--- src/rtl/sec_pkg.sv ---
// Shared definitions for the Gray-sequence controller: FSM encoding and Gray table.
package sec_pkg;

  localparam int unsigned GRAY_W   = 3;
  localparam int unsigned GRAY_LEN = 8;
  localparam int unsigned STATE_W  = 2;

  typedef enum logic [STATE_W-1:0] {
    REPOSO = 2'b00,
    CORRE  = 2'b01,
    PAUSA  = 2'b10,
    FIN    = 2'b11
  } estado_t;

  // Forward Gray order; entry 0 is the LSB slice (000), entry 7 is 100.
  localparam logic [GRAY_LEN-1:0][GRAY_W-1:0] GRAY_SEQ = {
    3'b100, 3'b101, 3'b111, 3'b110, 3'b010, 3'b011, 3'b001, 3'b000
  };

endpackage : sec_pkg

--- src/rtl/sig_gray.sv ---
// Next-Gray-value lookup.
//   actual    : current 3-bit Gray code
//   dir       : 1 = step forward in the table, 0 = step backward (both wrap)
//   siguiente : neighbouring Gray code in the chosen direction
module sig_gray
  import sec_pkg::*;
(
  input  logic [GRAY_W-1:0] actual,
  input  logic              dir,
  output logic [GRAY_W-1:0] siguiente
);

  // Locate actual in the table and pick its neighbour; 3-bit index math wraps naturally.
  always_comb begin
    siguiente = actual;
    for (int unsigned i = 0; i < GRAY_LEN; i++) begin
      if (GRAY_SEQ[3'(i)] == actual) begin
        siguiente = dir ? GRAY_SEQ[3'(i + 1)] : GRAY_SEQ[3'(i + GRAY_LEN - 1)];
      end
    end
  end

endmodule : sig_gray

--- src/rtl/sec_gray_ctrl.sv ---
// Gray-sequence stepping controller.
//   CLK, RST_N : clock, asynchronous active-low reset
//   Start      : run request, honoured only in REPOSO (latches Dir and Pasos)
//   Dir        : 1 = forward Gray, 0 = reverse Gray
//   Pasos      : step count, 0 means 2^CUENTA_W steps
//   Pausa      : level hold, no stepping while high
//   Abortar    : cancel a running sequence, keeps the current code
//   Estados    : current Gray code (persists across runs)
//   Ocupado    : high in CORRE and PAUSA
//   Listo      : one-cycle completion pulse (FIN)
module sec_gray_ctrl
  import sec_pkg::*;
#(
  parameter int unsigned CUENTA_W = 3
) (
  input  logic                CLK,
  input  logic                RST_N,
  input  logic                Start,
  input  logic                Dir,
  input  logic [CUENTA_W-1:0] Pasos,
  input  logic                Pausa,
  input  logic                Abortar,
  output logic [GRAY_W-1:0]   Estados,
  output logic                Ocupado,
  output logic                Listo
);

  // One extra bit so the counter can hold the full 2^CUENTA_W run length.
  localparam int unsigned          CNT_W    = CUENTA_W + 1;
  localparam logic [CNT_W-1:0]     CNT_FULL = CNT_W'(1) << CUENTA_W;
  localparam logic [CNT_W-1:0]     CNT_ONE  = CNT_W'(1);

  estado_t             state_q, state_d;
  logic [GRAY_W-1:0]   estados_q, estados_d;
  logic [CNT_W-1:0]    cnt_q, cnt_d;
  logic                dir_q, dir_d;
  logic [GRAY_W-1:0]   siguiente;
  logic                step_en;
  logic                load_en;

  sig_gray u_sig_gray (
    .actual    (estados_q),
    .dir       (dir_q),
    .siguiente (siguiente)
  );

  // State and datapath registers.
  always_ff @(posedge CLK or negedge RST_N) begin
    if (!RST_N) begin
      state_q   <= REPOSO;
      estados_q <= '0;
      cnt_q     <= '0;
      dir_q     <= 1'b0;
    end else begin
      state_q   <= state_d;
      estados_q <= estados_d;
      cnt_q     <= cnt_d;
      dir_q     <= dir_d;
    end
  end

  // Next-state logic; Abortar has priority over Pausa and over the final step.
  always_comb begin
    state_d = state_q;
    step_en = 1'b0;
    load_en = 1'b0;
    case (state_q)
      REPOSO: begin
        if (Start) begin
          state_d = CORRE;
          load_en = 1'b1;
        end
      end
      CORRE: begin
        if (Abortar) begin
          state_d = REPOSO;
        end else if (Pausa) begin
          state_d = PAUSA;
        end else begin
          step_en = 1'b1;
          if (cnt_q == CNT_ONE) begin
            state_d = FIN;
          end
        end
      end
      PAUSA: begin
        if (Abortar) begin
          state_d = REPOSO;
        end else if (!Pausa) begin
          state_d = CORRE;
        end
      end
      FIN:     state_d = REPOSO;
      default: state_d = REPOSO;
    endcase
  end

  // Datapath next values: load on accepted Start, advance on a step.
  always_comb begin
    estados_d = estados_q;
    cnt_d     = cnt_q;
    dir_d     = dir_q;
    if (load_en) begin
      dir_d = Dir;
      cnt_d = (Pasos == '0) ? CNT_FULL : CNT_W'(Pasos);
    end else if (step_en) begin
      estados_d = siguiente;
      cnt_d     = cnt_q - CNT_ONE;
    end
  end

  // Status outputs decoded from the state register only.
  always_comb begin
    Ocupado = 1'b0;
    Listo   = 1'b0;
    case (state_q)
      CORRE, PAUSA: Ocupado = 1'b1;
      FIN:          Listo   = 1'b1;
      default: begin
        Ocupado = 1'b0;
        Listo   = 1'b0;
      end
    endcase
  end

  assign Estados = estados_q;

endmodule : sec_gray_ctrl

--- config.mk ---
export PLATFORM = sky130hd
export DESIGN_NAME = sec_gray_ctrl
export DESIGN_NICKNAME = d
export VERILOG_FILES = /design/src/rtl/sec_pkg.sv /design/src/rtl/sig_gray.sv /design/src/rtl/sec_gray_ctrl.sv
export SDC_FILE = /design/constraint.sdc
export NUM_CORES = 1
export LEC_CHECK = 0
export CORE_UTILIZATION = 41
export CTS_CLUSTER_DIAMETER = 120
export DETAILED_ROUTE_END_ITERATION = 12
export PLACE_DENSITY_LB_ADDON = 0.05
export SKIP_CTS_REPAIR_TIMING = 1
export SYNTH_ARGS = -nofsm -noshare
export SYNTH_HDL_FRONTEND = slang
export SYNTH_SLANG_ARGS = --single-unit
export TNS_END_PERCENT = 50
--- constraint.sdc ---
create_clock -name CLK -period 1.95 [get_ports CLK]
set_input_delay 0.585 -clock CLK [delete_from_list [all_inputs] [get_ports CLK]]
set_output_delay 0.585 -clock CLK [all_outputs]
set_load 0.005 [all_outputs]
==> results.md <==
* Layout cell share with drive strength beyond 1 at 0.2143
* Clk_lat worst skew at 0.26 ns
* RSZ-0062 raised after global routing: no
* Placed Area at between 800 and 900 µm²
* Layout fillers at around 130
* Max Fclk at between 500 and 600 MHz
* Leak at 0.0004305 µW
* CP cell instances: clkdlybuf4s50_1
* Post-Syn Nets at between 70 and 80
* Row count at 14
* Clk slew on worst S/H paths at around 0.07 ns
* Max-Cap Viols at 0
* Final setup margin at 0.1606 ns
* Clock Sinks at 10
* Final WL at roughly 1200 µm
* # port buffers at 13
* Hold depth at 1
* FF+latch count, synth at 10
* DRC viols at 0
* R2R depth at 6
* Placed Cells incl. Taps at just over 90
* Antenna violations before repair at 0
* Final core utilization at 0.6047
* Num ports at 14
* Core ar. at 1506 µm²
* Clock Tree Buf Depth at 2
* Status: finished, final reports clean
* Final ANT Viol Nets at 0
* Post-synth cell types at 26
* Slowest stage delay, CP at between 0.5 and 0.6 ns
* H-tree depth at 1
* Worst hold path class: flip-flop to flip-flop
* Root Driver: clkbuf_4
* CP max-delay cell: clkdlybuf4s50_1
* CTS tree: built
* Final min period at approximately 1.8 ns
* Wire per inst at 12.43 µm
* Final Hold Violating Endpoints at 0
* CP Capture Type: output port
* Vias in the first global route at 478
* Total number of yosys warnings at 0
* Tightest Pin Transition at about 0.48 ns
* PwrDens at between 1000 and 1500 nW/µm²
* Area Overhead vs Synth at 37.10%
* Startpoint types: flip-flop
* Period utilization at 0.9177
* Die W at about 42 µm
* Sequential area share after synthesis at 0.3766
* Final Wtd Congestion at 0.7179
* Final nets at roughly 100
* GRT overflow at 0
* Syn Area/Cell at 11.07 µm²
* Final setup violation count at 0
* Initial core utilization at 0.4410
* Vias post-DR at 518
* CP arrival at approximately 1.2 ns
* Finished Layout Cells at 100
* Critical path buffer and inverter count at 1
* Peak supply drop at ~800 µV
* Post-synthesis cell count at 60
* Via/cell ratio at just over 5
* DRT Pass-1 Iters at 4
* Worst slew margin at 0.6799
* Final Max Tran Viols at 0
* Die ar. at between 1500 and 2000 µm²
* CP Depth at 1
* Place WS at -0.08573 ns
* Worst setup path category: flip-flop to output port
* CTS Buf Count at 3
* Kind of cell adding the most delay to the critical path: buffers and inverters
* Req. time, crit path at roughly 1.4 ns
* Final Cell Area at about 910 µm²
* DIE HEIGHT at 42.26 µm
* DPL Wire Length at between 900 and 1000 µm
* Ant. Diodes at 0
* Setup TNS at 0 ns
* Synth Cell Area at around 660 µm²
* Total track usage at 0.1494
* Final Skew at approximately 0.0026 ns
* Largest net degree at the start of global routing at 11
* CP Max Fanout at 4
* First-pass GRT wire length at ~2000 µm
* Initial drt markers at 4
-- cell families after synthesis --
logic type | Yosys count | synth area share
flip-flops | 10 | 0.3766
XOR/XNOR | 5 | 0.06593
multiplexers | 6 | 0.09981
AO/OA/AOI/OAI | 8 | 0.09228
adder cells (fa/ha/maj) | 7 | 0.1318
AND/OR/NAND/NOR | 19 | 0.2034
buffers and inverters | 5 | 0.03012
-- placed cells by master, fill, tap and decap left out, types with 2 or more instances in the layout --
master,count
dfrtp_1,10
nor3_1,2
dlymetal6s2s_1,2
nand3b_1,3
buf_4,8
a21oi_1,3
nand2b_1,2
clkdlybuf4s50_1,11
inv_1,2
nor2_1,3
ha_1,7
mux2_1,4
clkbuf_4,3
o211ai_1,2
xnor2_1,3
xor2_1,2
nand2_1,2
inv_2,2
-- worst paths after layout --
check	start	end	slack, ns
max	Estados[1]$_DFFE_PN0P_	Estados[1]	0.16
min	Estados[2]$_DFFE_PN0P_	Estados[2]$_DFFE_PN0P_	0.55
max reg2reg	state_q[1]$_DFFE_PN0P_	cnt_q[1]$_DFFE_PN0P_	0.25
min reg2reg	Estados[2]$_DFFE_PN0P_	Estados[2]$_DFFE_PN0P_	0.55
max in group asynchronous	RST_N	Estados[0]$_DFFE_PN0P_	0.98
min in group asynchronous	RST_N	state_q[0]$_DFFE_PN0P_	0.64
-- cell usage after synthesis --
library cell,n,share of area
dfrtp_1,10,0.38
ha_1,7,0.13
inv_1,4,0.023
mux2_1,4,0.068
a21oi_1,3,0.023
nand3b_1,3,0.034
nor2_1,3,0.017
xnor2_1,3,0.040
nand2_1,2,0.011
nand2b_1,2,0.019
nor3_1,2,0.015
o211ai_1,2,0.023
xor2_1,2,0.026
a31oi_1,1,0.0094
a32oi_1,1,0.013
and2b_1,1,0.011
and4bb_1,1,0.019
buf_2,1,0.0075
mux2_2,1,0.017
mux2i_1,1,0.015
nand3_1,1,0.0075
nor3b_1,1,0.011
nor3b_4,1,0.028
nor4b_1,1,0.013
o41ai_2,1,0.024
or3b_4,1,0.017
-- metrics by stage --
stage                     power (µW)  hold slack, ns
after floorplan                818.9          0.2894
after global placement          1075          0.5252
after detailed placement        1081          0.5360
after CTS                       1275          0.5531
after global routing            1411          0.5703
final                           1295          0.5467
-- metal layers --
layer,up-vias,GRT usage,share of wire
li1,262,-,-
met1,248,0.2005,0.47
met2,6,0.2215,0.48
met3,2,0.03879,0.032
met4,0,0.07500,0.010
met5,-,0,0
-- cell type report --
cell class	count	area [µm²]	share of cell area
inverters	4	15.01	0.01648
multi-input cells	45	394.1	0.4327
clock buffers	4	36.28	0.03984
flip-flops and latches	10	250.2	0.2747
repair buffers	21	195.2	0.2143
well taps	16	20.02	0.02198
-- state kept, by name, indices dropped and copies added (netlist names) --
register and count:
state_q 2, Estados 3, dir_q 1, cnt_q 4
-- where the power goes --
| part | total, µW | leakage, µW | internal, µW | switching, µW |
|---|---|---|---|---|
| clock | 188 | 0.0000210 | 113 | 74.9 |
| combinational | 673 | 0.000291 | 407 | 266 |
| sequential | 434 | 0.000118 | 316 | 118 |
| total | 1300 | 0.000431 | 836 | 459 |
No activity file was read; power rests on OpenSTA's default activity.
